==> src/rtl/egg_timer_pkg.sv <==
`default_nettype none
// ============================================================================
//  Module      : egg_timer_pkg
//  Description : Shared channel state encoding, default 5 MHz timing constants
//                and counter-width helpers for the egg timer button path.
//  Revision    : 1.0  initial release
// ============================================================================
package egg_timer_pkg;

    typedef enum logic [1:0] {
        ST_IDLE         = 2'd0,
        ST_HOLD         = 2'd1,
        ST_REPEAT       = 2'd2,
        ST_WAIT_RELEASE = 2'd3
    } chan_state_t;

    localparam int unsigned c_DEBOUNCE_CYC  = 50000;    // 10 ms
    localparam int unsigned c_REPEAT_DELAY  = 2500000;  // 500 ms
    localparam int unsigned c_REPEAT_PERIOD = 500000;   // 100 ms

    function automatic int unsigned max2(input int unsigned a, input int unsigned b);
        return (a > b) ? a : b;
    endfunction

    // Bits needed to hold 0..max_val, never less than one.
    function automatic int unsigned cnt_width(input int unsigned max_val);
        int unsigned w;
        w = $clog2(max_val + 1);
        return (w == 0) ? 1 : w;
    endfunction

endpackage
`default_nettype wire

==> src/rtl/btn_channel.sv <==
`default_nettype none
// ============================================================================
//  Module      : btn_channel
//  Description : One button path: 2-FF synchronizer, counting debouncer and a
//                press/auto-repeat FSM producing registered one-cycle pulses.
//  Revision    : 1.0  initial release
// ============================================================================
module btn_channel
    import egg_timer_pkg::*;
#(
    parameter bit          REPEAT_EN     = 1'b1,
    parameter int unsigned DEBOUNCE_CYC  = c_DEBOUNCE_CYC,
    parameter int unsigned REPEAT_DELAY  = c_REPEAT_DELAY,
    parameter int unsigned REPEAT_PERIOD = c_REPEAT_PERIOD
) (
    input  logic clk_5,
    input  logic reset,
    input  logic raw,
    input  logic gate,
    output logic level,
    output logic pulse
);

    localparam int unsigned c_DB_W = cnt_width(DEBOUNCE_CYC);
    localparam int unsigned c_RP_W = cnt_width(max2(REPEAT_DELAY, REPEAT_PERIOD));

    localparam logic [c_DB_W-1:0] c_DB_LAST    = c_DB_W'(DEBOUNCE_CYC - 1);
    localparam logic [c_RP_W-1:0] c_DELAY_LAST = c_RP_W'(REPEAT_DELAY - 1);
    localparam logic [c_RP_W-1:0] c_PER_LAST   = c_RP_W'(REPEAT_PERIOD - 1);
    localparam logic [c_RP_W-1:0] c_RP_MAX     = {c_RP_W{1'b1}};

    logic              r_sync1;
    logic              r_sync2;
    logic              r_level;
    logic              r_level_d;
    logic [c_DB_W-1:0] r_db_cnt;
    logic [c_RP_W-1:0] r_rpt_cnt;
    logic              r_pulse;
    chan_state_t       r_state;

    chan_state_t       w_state_nxt;
    logic [c_RP_W-1:0] w_rpt_cnt_nxt;
    logic [c_RP_W-1:0] w_rpt_inc;
    logic              w_pulse_nxt;
    logic              w_rise;

    // Synchronizer and debouncer: the level only moves after DEBOUNCE_CYC
    // consecutive cycles of disagreement with the synchronized input.
    always_ff @(posedge clk_5 or posedge reset) begin
        if (reset) begin
            r_sync1   <= 1'b0;
            r_sync2   <= 1'b0;
            r_level   <= 1'b0;
            r_level_d <= 1'b0;
            r_db_cnt  <= '0;
        end else begin
            r_sync1   <= raw;
            r_sync2   <= r_sync1;
            r_level_d <= r_level;
            if (r_sync2 == r_level) begin
                r_db_cnt <= '0;
            end else if (r_db_cnt >= c_DB_LAST) begin
                r_level  <= ~r_level;
                r_db_cnt <= '0;
            end else begin
                r_db_cnt <= r_db_cnt + 1'b1;
            end
        end
    end

    always_ff @(posedge clk_5 or posedge reset) begin
        if (reset) begin
            r_state   <= ST_IDLE;
            r_rpt_cnt <= '0;
            r_pulse   <= 1'b0;
        end else begin
            r_state   <= w_state_nxt;
            r_rpt_cnt <= w_rpt_cnt_nxt;
            r_pulse   <= w_pulse_nxt;
        end
    end

    assign w_rise    = r_level & ~r_level_d;
    assign w_rpt_inc = (r_rpt_cnt == c_RP_MAX) ? r_rpt_cnt : r_rpt_cnt + 1'b1;

    always_comb begin
        w_state_nxt   = r_state;
        w_rpt_cnt_nxt = r_rpt_cnt;
        w_pulse_nxt   = 1'b0;
        case (r_state)
            ST_IDLE: begin
                if (w_rise) begin
                    if (gate) begin
                        w_state_nxt   = ST_HOLD;
                        w_pulse_nxt   = 1'b1;
                        w_rpt_cnt_nxt = '0;
                    end else begin
                        w_state_nxt = ST_WAIT_RELEASE;
                    end
                end
            end
            ST_HOLD: begin
                if (!r_level) begin
                    w_state_nxt = ST_IDLE;
                end else if (!gate) begin
                    w_state_nxt = ST_WAIT_RELEASE;
                end else if (REPEAT_EN) begin
                    if (r_rpt_cnt == c_DELAY_LAST) begin
                        w_state_nxt   = ST_REPEAT;
                        w_pulse_nxt   = 1'b1;
                        w_rpt_cnt_nxt = '0;
                    end else begin
                        w_rpt_cnt_nxt = w_rpt_inc;
                    end
                end
            end
            ST_REPEAT: begin
                if (!r_level) begin
                    w_state_nxt = ST_IDLE;
                end else if (!gate) begin
                    w_state_nxt = ST_WAIT_RELEASE;
                end else if (r_rpt_cnt == c_PER_LAST) begin
                    w_pulse_nxt   = 1'b1;
                    w_rpt_cnt_nxt = '0;
                end else begin
                    w_rpt_cnt_nxt = w_rpt_inc;
                end
            end
            ST_WAIT_RELEASE: begin
                if (!r_level) begin
                    w_state_nxt = ST_IDLE;
                end
            end
            default: w_state_nxt = ST_IDLE;
        endcase
    end

    assign level = r_level;
    assign pulse = r_pulse;

endmodule
`default_nettype wire

==> src/rtl/button_conditioner.sv <==
`default_nettype none
// ============================================================================
//  Module      : button_conditioner
//  Description : Converts raw modify/min/sec/start buttons into a debounced
//                modify level and gated one-cycle command pulses.
//  Revision    : 1.0  initial release
// ============================================================================
module button_conditioner
    import egg_timer_pkg::*;
#(
    parameter int unsigned DEBOUNCE_CYC  = c_DEBOUNCE_CYC,
    parameter int unsigned REPEAT_DELAY  = c_REPEAT_DELAY,
    parameter int unsigned REPEAT_PERIOD = c_REPEAT_PERIOD
) (
    input  logic clk_5,
    input  logic reset,
    input  logic btn_modify,
    input  logic btn_min,
    input  logic btn_sec,
    input  logic btn_start,
    output logic modify_active,
    output logic inc_min_pulse,
    output logic inc_sec_pulse,
    output logic start_pulse
);

    logic w_modify_level;
    logic w_modify_pulse_unused;
    logic w_min_level_unused;
    logic w_sec_level_unused;
    logic w_start_level_unused;

    btn_channel #(
        .REPEAT_EN    (1'b0),
        .DEBOUNCE_CYC (DEBOUNCE_CYC),
        .REPEAT_DELAY (REPEAT_DELAY),
        .REPEAT_PERIOD(REPEAT_PERIOD)
    ) u_modify (
        .clk_5(clk_5),
        .reset(reset),
        .raw  (btn_modify),
        .gate (1'b1),
        .level(w_modify_level),
        .pulse(w_modify_pulse_unused)
    );

    btn_channel #(
        .REPEAT_EN    (1'b1),
        .DEBOUNCE_CYC (DEBOUNCE_CYC),
        .REPEAT_DELAY (REPEAT_DELAY),
        .REPEAT_PERIOD(REPEAT_PERIOD)
    ) u_min (
        .clk_5(clk_5),
        .reset(reset),
        .raw  (btn_min),
        .gate (w_modify_level),
        .level(w_min_level_unused),
        .pulse(inc_min_pulse)
    );

    btn_channel #(
        .REPEAT_EN    (1'b1),
        .DEBOUNCE_CYC (DEBOUNCE_CYC),
        .REPEAT_DELAY (REPEAT_DELAY),
        .REPEAT_PERIOD(REPEAT_PERIOD)
    ) u_sec (
        .clk_5(clk_5),
        .reset(reset),
        .raw  (btn_sec),
        .gate (w_modify_level),
        .level(w_sec_level_unused),
        .pulse(inc_sec_pulse)
    );

    // Start is gated by the inverse of modify, so it can never coincide with min/sec.
    btn_channel #(
        .REPEAT_EN    (1'b0),
        .DEBOUNCE_CYC (DEBOUNCE_CYC),
        .REPEAT_DELAY (REPEAT_DELAY),
        .REPEAT_PERIOD(REPEAT_PERIOD)
    ) u_start (
        .clk_5(clk_5),
        .reset(reset),
        .raw  (btn_start),
        .gate (~w_modify_level),
        .level(w_start_level_unused),
        .pulse(start_pulse)
    );

    assign modify_active = w_modify_level;

endmodule
`default_nettype wire

==> config.mk <==
export PLATFORM = sky130hd
export DESIGN_NAME = button_conditioner
export DESIGN_NICKNAME = d
export VERILOG_FILES = /design/src/rtl/egg_timer_pkg.sv /design/src/rtl/btn_channel.sv /design/src/rtl/button_conditioner.sv
export SDC_FILE = /design/constraint.sdc
export NUM_CORES = 1
export LEC_CHECK = 0
export CORE_ASPECT_RATIO = 1.2
export CORE_MARGIN = 2
export CORE_UTILIZATION = 35
export CTS_BUF_LIST = sky130_fd_sc_hd__clkbuf_4
export DETAILED_ROUTE_END_ITERATION = 7
export GPL_TIMING_DRIVEN = 1
export REMOVE_ABC_BUFFERS = 1
export SETUP_SLACK_MARGIN = 0.1
export SLEW_MARGIN = 40
export SYNTH_ARGS = -nofsm -noshare
export SYNTH_HDL_FRONTEND = slang
export SYNTH_HIERARCHICAL = 1
export SYNTH_SLANG_ARGS = --single-unit
==> constraint.sdc <==
create_clock -name clk_5 -period 3.6 [get_ports clk_5]
set_input_delay 0.72 -clock clk_5 [delete_from_list [all_inputs] [get_ports clk_5]]
set_output_delay 0.72 -clock clk_5 [all_outputs]
set_load 0.02 [all_outputs]
# --- Word level (Yosys, flattened, before mapping) ---
# Cells that the tools add are included.
# Widths: inputs -> output; s select.
word_totals:
  regBits: 154
  in_bits: 6
classes:
  addsub: 7
  magnitude_cmp: 4
  n_eq_ne: 46
  muxes: 79
  n_bitwise: 14
  reduce_logical: 17
ops:
  columns: ["operator", "count"]
  rows:
  - ["$mux 22", 23]
  - ["$pmux 22 s3", 2]
  - ["$mux 16", 8]
  - ["$eq 22x22->1 const B", 5]
  - ["$add 22x1->22 const B", 3]
  - ["$eq 22x19->1 const B", 3]
  - ["$add 16x1->16 const B", 4]
  - ["$ge 16x16->1 const B", 4]
  - ["$pmux 22 s2", 1]
  - ["$mux 2", 19]
  - ["$ne 2x2->1 const B", 11]
  - ["$mux 1", 20]
  - ["$ne 2x1->1 const B", 8]
  - ["$pmux 2 s4", 2]
  - ["$reduce_and 7->1", 2]
  - ["$eq 2x2->1 const B", 6]
  - ["$ne 3x3->1 const B", 4]
  - ["$not 1->1", 11]
  - ["$ne 4x4->1 const B", 2]
  - ["$reduce_and 2->1", 4]
  - ["$reduce_and 4->1", 2]
  - ["$eq 2x1->1 const B", 3]
  - ["$logic_not 2->1", 3]
  - ["$pmux 1 s3", 2]
  - ["other kinds (9)", 15]

# --- Longest topological paths before layout ---
# Gate-level depths: netlist (run 1).
depth:
  word_depth: 6
  mapped_depth: 9
  depth_no_buf: 8

# --- By module ---
# The synthesis (run 1) kept the hierarchy.
modules_own_cells:
  columns: ["module", "n_inst", "cells_per_inst", "area_per_inst_um2", "seq_area_each_um2"]
  rows:
  - ["btn_channel at u_start", 1, 259, 2539.9, 1126.1]
  - ["btn_channel at u_sec", 1, 262, 2523.7, 1126.1]
  - ["btn_channel at u_modify", 1, 274, 2517.4, 1126.1]
  - ["btn_channel at u_min", 1, 247, 2481.1, 1126.1]
  - ["button_conditioner", 1, 2, 7.5, 0.0]

# --- Least setup slack after synthesis (run 1) ---
# Ideal clock, no wire load.
synth_timing:
  kind: "register to register"
  start: "reg u_sec.r_state[0]"
  end: "reg u_sec.r_rpt_cnt[17]"
  setup_ps: 78
  arrival_ps: 2159
  required_time_ps: 3522
  path_slack_ps: 1363
  path_stages_with_launch: 8
  path_cell_list: "dfrtp_1 -> inv_1 -> ha_1 -> or2_1 -> a221oi_4 -> o211ai_2 -> or4_1 -> a21oi_1"
synth_via:
  elab_chain_cells: 3
  word_cells_on_any_way: 12
  classes_between: "eq/ne (8); mux (1); reduce/logical (3)"
synth_lines:
  columns: ["element", "line_no", "text"]
  rows:
  - ["start: declaration", "btn_channel.sv:39", "chan_state_t r_state;"]
  - ["start signal: assignment", "btn_channel.sv:77", "r_state <= w_state_nxt;"]
  - ["$eq 2x2->1, or another cell as far along", "btn_channel.sv:90", "case (r_state)"]
  - ["$ne 2x1->1 (no line), or another cell as far along", null, null]
  - ["$reduce_and 7->1 (no line)", null, null]
  - ["end signal: assignment", "btn_channel.sv:78", "r_rpt_cnt <= w_rpt_cnt_nxt;"]
  - ["end: declaration", "btn_channel.sv:37", "logic [c_RP_W-1:0] r_rpt_cnt;"]
# Several ways; a longest one is shown, not always the timed one.
# A chain may end at the register's enable or synchronous reset.

# --- Worst setup path after layout (run 1) ---
layout_timing:
  start: "reg u_modify.r_level, in the netlist u_modify/level"
  end: "out modify_active"
layout_rtl:
  columns: ["element", "line_no", "text"]
  rows:
  - ["start: declaration", "btn_channel.sv:34", "logic r_level;"]
  - ["start signal: assignment", "btn_channel.sv:63", "r_level <= ~r_level;"]
  - ["end: declaration", "button_conditioner.sv:21", "output logic modify_active,"]
# No word-level cell between the ends.

==> results.json, run 1 <==
{
  "highest_layer": "met4",
  "critPathMaxStageDelay_ns": 0.71,
  "cts.reportedPaths.clkPinSlew_ns": 0.13,
  "syn-instance-count": 854,
  "area_growth_pct": 8.00,
  "final_cell_mix": "154 x dfrtp_1, 127 x nor2_1, 52 x nand3_1",
  "dpl.hpwl_mm": 10.8,
  "cts_sinks": 154,
  "io_buffers": 9,
  "critPathSlowestCell": "clkdlybuf4s50_1",
  "mostFrequentLayoutCell": "dfrtp_1",
  "vdd_ir_drop_max_v": 0.000133,
  "grt_use_total": 0.136,
  "dieArea_um2": 25300,
  "postCtsSetupRepairBufs": 0,
  "grt.overflow.total": 0,
  "gp_congestion": 0.775,
  "endpoint_kind": "output pin",
  "ctsHtreeMaxLevel": 4,
  "stdcell_count": 1198,
  "std_cell_rows": 62,
  "layout-drive-gt1-share": 0.0992,
  "cts-root-buf": "clkbuf_4",
  "fin_skew_ns": 0.0215,
  "leakage_nw": 3.85,
  "setup_tns_ns": 0,
  "grt_pass1_wl_mm": 28.9,
  "crit_arrival_ns": 1.94,
  "status": "finished clean",
  "die_y_um": 174,
  "wl_met1_mm": 7.83,
  "cts_hold_buf": 0,
  "setup_viol": 0,
  "cap_violations": 0,
  "cts_buffers": 17,
  "syn_area_um2": 8400,
  "start_util": 0.354,
  "crit_type": "reg -> out",
  "dr_wl_met3_um": 384,
  "drt_iter0_drc": 404,
  "fin_area_um2": 9070,
  "rsz0062_at_grt": "no",
  "remaining_drc_errors": 0,
  "reg2reg_slack_ns": 0.96,
  "die_width_um": 145,
  "route.met2.wl_mm": 7.71,
  "vias_per_cell": 5.18,
  "synth_warnings": 6,
  "cts.path.max_buffers": 2,
  "num_vias": 6206,
  "avgSynthCellArea_um2": 9.84,
  "core_area_um2": 23700,
  "final.fill_count": 2394,
  "grt_max_degree": 46,
  "cp_max_fo": 13,
  "routedWlPerCell_um": 13.5,
  "boundaryPins": 10,
  "hold_viol": 0,
  "cellPowerDensity_nw_per_um2": 322,
  "grt_pass1_vias": 6076,
  "ant_nets": 0,
  "hold_slack_ns": 0.367,
  "min-delay-path-class": "reg -> reg",
  "post-route-min-period_ns": 2.66,
  "antenna_found_initial": 1,
  "critPathBufInv": 1,
  "clk_latency_ns": 0.58,
  "regArea_um2": 3850,
  "crit_chain": "clkdlybuf4s50_1",
  "timing.final.max_slew_violations": 0,
  "cts_tree": "done",
  "wirelength_mm": 16.1,
  "drt-pass1-iter-count": 5,
  "period_share": 0.738,
  "fmax_mhz": 376,
  "worst_pin_slew_ns": 0.777,
  "cp-start-kind": "flop",
  "multi_input_area_um2": 4250,
  "cp.required_ns": 2.88,
  "utilization": 0.382,
  "relSlewSlack": 0.480,
  "nets": 892,
  "dpl-instance-area_um2": 8780,
  "ctsResizeCount": 0,
  "cp_top_family": "buffers and inverters",
  "dpl.cell_count": 1165
}
==> path summary, 6_finish.rpt <==
kind / startpoint / endpoint / cells after the start
min in group asynchronous: reset / u_modify/r_db_cnt[9]$_DFF_PP0_ / 2
worst max-delay path: u_modify/level$_DFFE_PP0P_ / modify_active / 1
worst max register to register: u_sec/r_state[0]$_DFFE_PP0P_ / u_sec/r_rpt_cnt[17]$_DFFE_PP0P_ / 7
max in group asynchronous: reset / u_start/r_db_cnt[12]$_DFF_PP0_ / 2
worst min-delay path: u_sec/r_sync1$_DFF_PP0_ / u_sec/r_sync2$_DFF_PP0_ / 0
worst min register to register: u_sec/r_sync1$_DFF_PP0_ / u_sec/r_sync2$_DFF_PP0_ / 0
==> state kept, by name, summed over array words and instances, names as in the netlist, 2 cells and up <==
name	cells
u_start/r_rpt_cnt	22
u_sec/r_state	2
u_start/r_state	2
u_sec/r_rpt_cnt	22
u_min/r_state	2
u_sec/r_db_cnt	16
u_min/r_rpt_cnt	22
u_min/r_db_cnt	16
u_modify/r_db_cnt	16
u_start/r_db_cnt	16
==> layout make-up <==
cell class                 instances  area share
clock buffer                      17      0.0141
timing repair buffer              14      0.0141
inverter                          37      0.0161
antenna                            1    0.000276
multi-input combinational        640       0.468
sequential                       154       0.425
tap                              320      0.0441
clock inverter                    15      0.0183
==> through the flow <==
step | total power, mW | setup WS (ns)
finish | 2.92 | 0.942
global route | 3.08 | 0.735
CTS | 3.01 | 0.838
detailed placement | 1.87 | 1.03
global placement | 1.87 | 1.04
floorplan | 1.84 | 0.566
==> power breakdown <==
group	total, mW	internal [mW]	switching, mW
sequential	1.76	1.75	0.0128
combinational	0.0755	0.0188	0.0567
clock	1.09	0.426	0.666
==> metal layers <==
metal | GRT usage | vias to the layer above
met1 | 0.181 | 3036
met4 | 0.0494 | 0
met3 | 0.0287 | 16
met5 | 0 | -
li1 | - | 3079
met2 | 0.221 | 75
No activity file was read; power rests on OpenSTA's default activity.
==> run 2: changes to the inputs <==
==> constraint.sdc (replaced) <==
create_clock -name clk_5 -period 2.2 [get_ports clk_5]
set_input_delay 0.44 -clock clk_5 [delete_from_list [all_inputs] [get_ports clk_5]]
set_output_delay 0.44 -clock clk_5 [all_outputs]
set_load 0.02 [all_outputs]
==> run 2 against run 1 <==
Compared with the run above:
- cell count rose by 7.6%
- sequential cell count did not move
- clock power rose by 49%
- clock skew rose by 0.0060 ns
- hold slack got worse by 0.18 ns
- global-route usage rose by 0.89 points
- first-iteration DRC count rose by 13%
- critical path depth rose by 8
- setup slack got worse by 0.87 ns
- power rose by 59%
- routed wire length rose by 11%
- sequential power rose by 64%
==> results.json, run 2 (same netlist as run 1, synthesis figures left out) <==
{
  "status": "finished clean",
  "remaining_drc_errors": 0,
  "nets": 984,
  "layout-drive-gt1-share": 0.229,
  "crit_type": "reg -> reg",
  "cts.reportedPaths.clkPinSlew_ns": 0.13,
  "dieArea_um2": 25300,
  "die_y_um": 174,
  "grt_max_degree": 46,
  "cap_violations": 0,
  "dpl.hpwl_mm": 12.0,
  "fmax_mhz": 470,
  "drt_iter0_drc": 458,
  "drt-pass1-iter-count": 5,
  "worst_path_most_repeated_cell": "buf_4",
  "timing.final.max_slew_violations": 0,
  "p_clk_frac": 0.350,
  "cts_sinks": 154,
  "grt_pass1_vias": 6624,
  "period_share": 0.966,
  "area_growth_pct": 19.6,
  "grt_pass1_wl_mm": 30.9,
  "ctsHtreeMaxLevel": 4,
  "std_cell_rows": 62,
  "vias_per_cell": 5.15,
  "finalWorstSetupSlack_ns": 0.0745,
  "leakage_nw": 4.35,
  "dp_slack_ns": 0.00986,
  "boundaryPins": 10,
  "fin_skew_ns": 0.0275,
  "rsz0062_at_grt": "yes",
  "combPwrFrac": 0.030,
  "cts_hold_buf": 0,
  "routedWlPerCell_um": 13.8,
  "hold_viol": 0,
  "reg2reg_slack_ns": 0.07,
  "worst_pin_slew_ns": 0.604,
  "post-route-min-period_ns": 2.13,
  "mostFrequentLayoutCell": "dfrtp_1",
  "rr_worst_depth": 9,
  "setup_viol": 0,
  "gp_congestion": 0.867,
  "critPathMaxStageDelay_ns": 0.43,
  "core_area_um2": 23700,
  "dpl-instance-area_um2": 9350,
  "timing.rr.start": "u_sec/r_state[1]$_DFFE_PP0P_",
  "power_switching_mw": 1.17,
  "cp_max_fo": 11,
  "hold_slack_ns": 0.191,
  "final_cell_mix": "150 x dfrtp_1, 123 x nor2_1, 82 x buf_4",
  "grt_use_total": 0.145,
  "io_buffers": 9,
  "vdd_ir_drop_max_v": 0.000190,
  "r2r-end": "u_sec/r_rpt_cnt[12]$_DFFE_PP0P_",
  "relSlewSlack": 0.593,
  "p_seq_frac": 0.620,
  "die_width_um": 145,
  "antenna_found_initial": 1,
  "cts_tree": "done",
  "cellPowerDensity_nw_per_um2": 461,
  "cts-root-buf": "clkbuf_4",
  "reg_top3": "u_min/r_rpt_cnt x22, u_sec/r_rpt_cnt x22, u_start/r_rpt_cnt x22",
  "p_int_mw": 3.47,
  "crit_arrival_ns": 2.60,
  "wirelength_mm": 17.8,
  "min-delay-path-class": "in -> async",
  "final.fill_count": 2318,
  "cts_buffers": 17,
  "num_vias": 6642,
  "cp.required_ns": 2.68,
  "cts.path.max_buffers": 2,
  "multi_input_area_um2": 4480,
  "setup_tns_ns": 0,
  "start_util": 0.354,
  "endpoint_kind": "flop",
  "ant_nets": 0,
  "regArea_um2": 3860,
  "crit_chain": "buf_4 -> buf_4 -> ha_1 -> a221oi_4 -> buf_12 -> buf_8 -> nor3b_4 -> buf_6 -> nor2_1",
  "switching_share": 0.252,
  "cp-start-kind": "flop",
  "grt.overflow.total": 0,
  "fin_area_um2": 10100,
  "critPathSlowestCell": "dfrtp_1",
  "clk_latency_ns": 0.58
}
## run 2: changes by cell type in the layout (fill, tap and decap cells not counted), sizes merged
| cell | delta |
|---|---|
| bufinv | -1 |
| clkinvlp | +3 |
| clkinv | -2 |
| clkbuf | +2 |
| buf | +92 |
| dlygate4sd2 | +1 |
| inv | -3 |
| clkdlybuf4s50 | -1 |
## run 2: critical path, delay by kind of cell (launching register included)
kind | cells | cell delay, ns
simple gates | 2 | 0.35
compound gates | 1 | 0.26
fa+ha+maj | 1 | 0.24
flops | 1 | 0.43
buf+inv | 5 | 0.77
## run 2: area by class of cell
class / count / share of cell area
Antenna cell: 1 / 0.000249
Clock buffer: 19 / 0.0142
Clock inverter: 12 / 0.0102
Inverter: 37 / 0.0138
Multi-Input combinational cell: 640 / 0.446
Sequential cell: 154 / 0.384
Tap cell: 320 / 0.0398
Timing Repair Buffer: 106 / 0.0916
## run 2: repair_timing
item / 4_1_cts / 5_1_grt
endpoints found under the setup margin: 19 / 66
pin swaps: 9 / 21
buffers inserted: 7 / 15
resized for setup: 10 / 63
cloned: 0 / 1
## run 2: worst max path at each step
stage | start | endpoint | slack (ns) | depth (start not counted)
global placement | u_min/r_state[0]$_DFFE_PP0P_ | u_min/r_rpt_cnt[13]$_DFFE_PP0P_ | 0.06 | 9
CTS | u_sec/r_state[1]$_DFFE_PP0P_ | u_sec/r_rpt_cnt[17]$_DFFE_PP0P_ | 0.09 | 8
finish | u_sec/r_state[1]$_DFFE_PP0P_ | u_sec/r_rpt_cnt[12]$_DFFE_PP0P_ | 0.07 | 9
global route | u_min/r_state[0]$_DFFE_PP0P_ | u_min/r_rpt_cnt[13]$_DFFE_PP0P_ | -0.04 | 9
detailed placement | u_min/r_state[0]$_DFFE_PP0P_ | u_min/r_rpt_cnt[13]$_DFFE_PP0P_ | 0.01 | 9
floorplan | u_sec/r_state[0]$_DFFE_PP0P_ | u_sec/r_rpt_cnt[0]$_DFFE_PP0P_ | -0.83 | 6
## run 2: metrics by stage
| step | total power, mW | cells | utilization |
|---|---|---|---|
| 6_report | 4.64 | 1289 | 0.423 |
| 5_1_grt | 4.85 | 1289 | 0.423 |
| 4_1_cts | 4.72 | 1272 | 0.408 |
| 3_5_place_dp | 3.08 | 1234 | 0.394 |
| 3_3_place_gp | 3.07 | 1234 | 0.394 |
| 2_1_floorplan | 3.01 | 831 | - |
## run 2: power groups by stage
| stage | logic (mW) | registers (mW) | clock network (mW) |
|---|---|---|---|
| floorplan | 0.0868 | 2.93 | 0 |
| global placement | 0.145 | 2.93 | 0 |
| detailed placement | 0.148 | 2.93 | 0 |
| CTS | 0.148 | 2.88 | 1.70 |
| global route | 0.165 | 2.88 | 1.81 |
| finish | 0.140 | 2.88 | 1.62 |
## run 2: routing by layer
| metal | track usage | vias to the layer above | share of wire |
|---|---|---|---|
| li1 | - | 3269 | - |
| met1 | 0.187 | 3290 | 0.47 |
| met2 | 0.245 | 65 | 0.49 |
| met3 | 0.0253 | 18 | 0.022 |
| met4 | 0.0531 | 0 | 0.012 |
| met5 | 0 | - | 0 |
